`config.mk`:
```
export PLATFORM = sky130hd
export DESIGN_NAME = store_buffer
export DESIGN_NICKNAME = d
export VERILOG_FILES = /design/src/rtl/store_buffer.sv
export SDC_FILE = /design/constraint.sdc
export NUM_CORES = 1
export LEC_CHECK = 0
export BUFFER_PORTS_ARGS = -buffer_cell sky130_fd_sc_hd__buf_2
export CORE_MARGIN = 2
export CORE_UTILIZATION = 25
export DETAILED_ROUTE_END_ITERATION = 6
export PLACE_DENSITY_LB_ADDON = 0.1
export SLEW_MARGIN = 25
export SYNTH_ARGS = -nofsm -noshare
export SYNTH_HDL_FRONTEND = slang
export SYNTH_SLANG_ARGS = --single-unit
```
`constraint.sdc`:
```
create_clock -name clk -period 2.66 [get_ports clk]
set_input_delay 0.266 -clock clk [delete_from_list [all_inputs] [get_ports clk]]
set_output_delay 0.266 -clock clk [all_outputs]
set_load 0.02 [all_outputs]
```
`src/rtl/store_buffer.sv`:
```
// store_buffer: lane-aligns RISC-V stores and queues them for
// in-order drain to data memory over a req/ack handshake.
module store_buffer #(
    parameter int XLEN   = 32,
    parameter int ADDR_W = 32,
    parameter int DEPTH  = 4
) (
    input  logic                     clk,
    input  logic                     reset,
    input  logic                     st_valid,
    output logic                     st_ready,
    input  logic [ADDR_W-1:0]        st_addr,
    input  logic [XLEN-1:0]          st_data,
    input  logic [2:0]               st_funct3,
    output logic                     st_fault,
    output logic [ADDR_W-1:0]        st_fault_addr,
    output logic                     mem_req,
    input  logic                     mem_ack,
    output logic [ADDR_W-1:0]        mem_addr,
    output logic [XLEN-1:0]          mem_wdata,
    output logic [XLEN/8-1:0]        mem_wstrb,
    input  logic [ADDR_W-1:0]        ld_addr,
    output logic                     ld_conflict,
    output logic [$clog2(DEPTH):0]   count,
    output logic                     empty
);
    localparam int LANES = XLEN / 8;
    localparam int OFS_W = $clog2(LANES);
    localparam int PTR_W = $clog2(DEPTH);
    localparam int CNT_W = PTR_W + 1;
    localparam int WA_W  = ADDR_W - OFS_W;

    localparam logic [2:0] F3_SB = 3'b000;
    localparam logic [2:0] F3_SH = 3'b001;
    localparam logic [2:0] F3_SW = 3'b010;
    localparam logic [2:0] F3_SD = 3'b011;

    typedef struct packed {
        logic [WA_W-1:0]  waddr;
        logic [XLEN-1:0]  data;
        logic [LANES-1:0] strb;
    } entry_t;

    entry_t           entries [DEPTH];
    logic [DEPTH-1:0] valid;
    logic [PTR_W-1:0] head;
    logic [PTR_W-1:0] tail;
    logic [CNT_W-1:0] count_q;

    logic [OFS_W-1:0] ofs;
    logic             legal;
    logic [XLEN-1:0]  lane_data;
    logic [LANES-1:0] lane_strb;
    logic             full;
    logic             accept;
    logic             push;
    logic             pop;
    entry_t           head_e;
    logic             unused_ld;

    assign ofs = st_addr[OFS_W-1:0];

    // Size/alignment decode; replicated data lets memory pick any lane.
    always_comb begin
        legal     = 1'b0;
        lane_data = st_data;
        lane_strb = '0;
        case (st_funct3)
            F3_SB: begin
                legal     = 1'b1;
                lane_data = {LANES{st_data[7:0]}};
                lane_strb = LANES'(1) << ofs;
            end
            F3_SH: begin
                legal     = ~ofs[0];
                lane_data = {(LANES/2){st_data[15:0]}};
                lane_strb = LANES'(2'b11) << ofs;
            end
            F3_SW: begin
                legal     = (ofs[1:0] == 2'b00);
                lane_data = {(XLEN/32){st_data[31:0]}};
                lane_strb = LANES'(4'hF) << ofs;
            end
            F3_SD: begin
                legal     = (XLEN == 64) && (ofs == '0);
                lane_data = st_data;
                lane_strb = '1;
            end
            default: begin
                legal = 1'b0;
            end
        endcase
    end

    assign full     = (count_q == CNT_W'(DEPTH));
    assign empty    = (count_q == '0);
    assign count    = count_q;
    assign st_ready = !reset && !full;
    assign accept   = st_valid && st_ready;
    assign push     = accept && legal;
    assign pop      = mem_ack && !empty;

    always_ff @(posedge clk or posedge reset) begin
        if (reset) begin
            head          <= '0;
            tail          <= '0;
            count_q       <= '0;
            valid         <= '0;
            st_fault      <= 1'b0;
            st_fault_addr <= '0;
        end else begin
            if (push) begin
                tail        <= tail + PTR_W'(1);
                valid[tail] <= 1'b1;
            end
            if (pop) begin
                head        <= head + PTR_W'(1);
                valid[head] <= 1'b0;
            end
            count_q  <= count_q + CNT_W'(push) - CNT_W'(pop);
            st_fault <= accept && !legal;
            if (accept && !legal) begin
                st_fault_addr <= st_addr;
            end
        end
    end

    // Payload needs no reset: valid/count gate every use of it.
    always_ff @(posedge clk) begin
        if (push) begin
            entries[tail] <= '{
                waddr: st_addr[ADDR_W-1:OFS_W],
                data:  lane_data,
                strb:  lane_strb
            };
        end
    end

    assign head_e    = entries[head];
    assign mem_req   = !empty;
    assign mem_addr  = {head_e.waddr, {OFS_W{1'b0}}};
    assign mem_wdata = head_e.data;
    assign mem_wstrb = empty ? '0 : head_e.strb;

    // Popping entry still counts; the one being enqueued does not yet.
    always_comb begin
        ld_conflict = 1'b0;
        for (int i = 0; i < DEPTH; i++) begin
            if (valid[i] && entries[i].waddr == ld_addr[ADDR_W-1:OFS_W]) begin
                ld_conflict = 1'b1;
            end
        end
    end

    assign unused_ld = ^ld_addr[OFS_W-1:0];

endmodule

```
==> flow_metrics.env <==
export IMPL_outcome="complete, no violations"
export IMPL_die_w_um=235.2
export IMPL_synthMuxAreaShare_pct=16.58
export IMPL_syn_area_um2=13360
export IMPL_fin_crit_sh_pct=95.73
export IMPL_synthSimpleGateAreaFrac_pct=3.099
export IMPL_async_reset_ff_share_pct=14.29
export IMPL_end_kind="primary output"
export IMPL_cts_setup_buffers=0
export IMPL_wirelength_um=38490
export IMPL_gr_total_overflow=0
export IMPL_fillers=5131
export IMPL_min_delay_path_depth=1
export IMPL_dpl_instance_area_um2=15440
export IMPL_root_buffer="clkbuf_16"
export IMPL_r2r_start="count[0]"
export IMPL_setup_tns_ps=0
export IMPL_min_period_ps=2547
export IMPL_initial_utilization_pct=25.38
export IMPL_detail_route_iter0_violations=341
export IMPL_powerDensity_nw_per_um2=940.2
export IMPL_core_area_um2=52660
export IMPL_final_area_um2=17170
export IMPL_synth_warnings=0
export IMPL_yosysUniqueCellTypes=36
export IMPL_grt_pass1_vias=8004
export IMPL_yosys_register_bits=308
export IMPL_p_leak_nw=6.198
export IMPL_utilization_pct=32.61
export IMPL_fmax_ghz=0.3927
export IMPL_num_vias=7281
export IMPL_netlist_instances=716
export IMPL_yosys_area_share_adder_pct=1.086
export IMPL_portBuffers=206
export IMPL_via_per_inst=4.270
export IMPL_ios=211
export IMPL_fin_hold_ws_ps=40.27
export IMPL_clk_pin_slew_ps=60
export IMPL_rsz0062_at_grt="no"
export IMPL_max_slew_margin_pct=59.17
export IMPL_maxCapViolCount=0
export IMPL_dp_slack_ps=260.2
export IMPL_r2r_slack_ps=360
export IMPL_nNetsFinal=1100
export IMPL_cts_tree="done"
export IMPL_gp_congestion=0.7973
export IMPL_synth_compound_area_share_pct=1.526
export IMPL_drive_above_1_share_pct=43.05
export IMPL_antenna_left=0
export IMPL_syn_avg_cell_area_um2=18.66
export IMPL_arrival_ps=2280
export IMPL_rows=84
export IMPL_synth_area_leaders="edfxtp_1, mux4_2, dfrtp_1"
export IMPL_cts_inserted_buffers=38
export IMPL_dr_pass1_iters=4
export IMPL_min_path_type="in2reg"
export IMPL_ys_flop_type="edfxtp_1"
export IMPL_synth_top_family_by_area="multiplexers"
export IMPL_cp_start_kind="flip-flop"
export IMPL_hpwl_um=26820
export IMPL_worst_pin_slew_ps=611.6
export IMPL_multi_input_area_um2=4173
export IMPL_crit_type="reg2out"
export IMPL_wl_per_cell_um=22.58
export IMPL_drc=0
export IMPL_seqCellArea_um2=9036
export IMPL_min_delay_start="st_data[1]"
export IMPL_grt_use_total_pct=13.92
export IMPL_cts_max_level=2
export IMPL_synth_xor_area_share_pct=8.127
export IMPL_area_growth_pct=28.50
export IMPL_fin_skew_ps=17.39
export IMPL_synth_top_area_cell="edfxtp_1"
export IMPL_synth_top_area_share_pct=59.32
export IMPL_cts_sinks=308
export IMPL_cp_max_fo=2
export IMPL_antenna_found_initial=3
export IMPL_synth_edf_count=264
export IMPL_setup_viol=0
export IMPL_seq_area_frac_synth_pct=67.56
export IMPL_required_ps=2390
export IMPL_clockBufferDepth=3
export IMPL_dieArea_um2=55320
export IMPL_startpoint="entries[0][43]"
export IMPL_grt_pass1_wl_um=56330
export IMPL_maxSlewViolCount=0
export IMPL_grt_start_max_net_pins=37
export IMPL_r2r_cells=11
export IMPL_finalHoldViolCount=0
export IMPL_clk_latency_ps=550
export IMPL_die_h_um=235.2
export IMPL_ir_drop_mv=0.4353
export IMPL_setup_slack_ps=113.5
==> per-layer routing <==
layer / vias up / share of wire, % / global-route usage [%]
li1: 3324 / - / -
met1: 3703 / 41 / 17.08
met2: 205 / 50 / 24.01
met3: 47 / 6.8 / 3.846
met4: 2 / 2.0 / 3.778
met5: - / 0.034 / 0
==> power by group <==
group	leakage [nW]	internal, mW	switching [mW]
sequential	2.90	5.67	0.304
combinational	2.67	2.14	2.77
clock	0.628	3.24	2.02
==> final cells by class <==
cell class,count,area share [%]
sequential,308,52.62
multi-input combinational,353,24.30
timing repair buffer,272,10.38
clock buffer,52,6.332
tap,688,5.013
clock inverter,17,1.049
inverter,13,0.2842
antenna,2,0.02914
==> critical path: stages (launching register included) <==
cell and delay [ps]:
edfxtp_1 390, xnor2_1 320, nand4_1 210, nor4_2 360, nand4_1 120, nand4_1 150, buf_2 190
==> synthesized netlist by cell type (2+ instances only) <==
cell and instances:
edfxtp_1 264, nor2b_1 5, nor3_1 2, buf_2 9, a211oi_1 2, and2_4 4, ha_1 10, mux2_4 29
clkbuf_1 23, nand4_1 25, a2bb2oi_2 4, nand2_1 3, dfrtp_1 44, nor4_1 16, nor2_1 10, mux4_2 66
xnor2_1 80, mux2i_1 8, xor2_1 44, a21oi_1 12, buf_1 3, mux2_2 19, o21ai_0 3, buf_4 4
inv_1 13, buf_6 4
==> metrics by stage <==
step	power, mW	std cells
6_report	16.15	1705
5_1_grt	16.96	1703
4_1_cts	16.52	1703
3_5_place_dp	11.11	1597
3_3_place_gp	11.10	1597
2_1_floorplan	9.241	717
==> final timing paths <==
path | to
setup / recovery | ld_conflict
hold / removal | entries[2][5]
setup reg to reg | count[2]
hold reg to reg | st_fault_addr[25]
max in group asynchronous | st_fault_addr[28]
min in group asynchronous | count[2]
==> timing repair <==
item,4_1_cts,5_1_grt
gates cloned,0,0
endpoints found under the hold margin,175,0
endpoints found under the setup margin,1,1
gates resized for setup,3,10
hold buffers,37,0
==> flip-flops by register name (all words and copies together), names as in the netlist <==
signal         count
count              3
entries          264
head               2
st_fault           1
st_fault_addr     32
tail               2
valid              4
==> cell families (layout without fill, tap and decap cells) <==
logic type      Yosys count  count (layout)
buf+inv                  56             354
flops                   308             308
compound gates           26              26
other cells               1               4
mux                     122             122
fa+ha+maj                11              11
xor+xnor                124             124
simple gates             68              68
==> cell usage in the layout (no fill, tap or decap), types with 25 or more instances in the layout <==
| cell type | netlist | routed |
|---|---|---|
| dlygate4sd3_1 | 0 | 37 |
| mux2_4 | 29 | 29 |
| nand4_1 | 25 | 25 |
| mux4_2 | 66 | 66 |
| dfrtp_1 | 44 | 42 |
| edfxtp_1 | 264 | 264 |
| xnor2_1 | 80 | 71 |
| xor2_1 | 44 | 44 |
| clkbuf_16 | 0 | 41 |
| buf_2 | 9 | 206 |
Power figures use the tool's default switching activity.
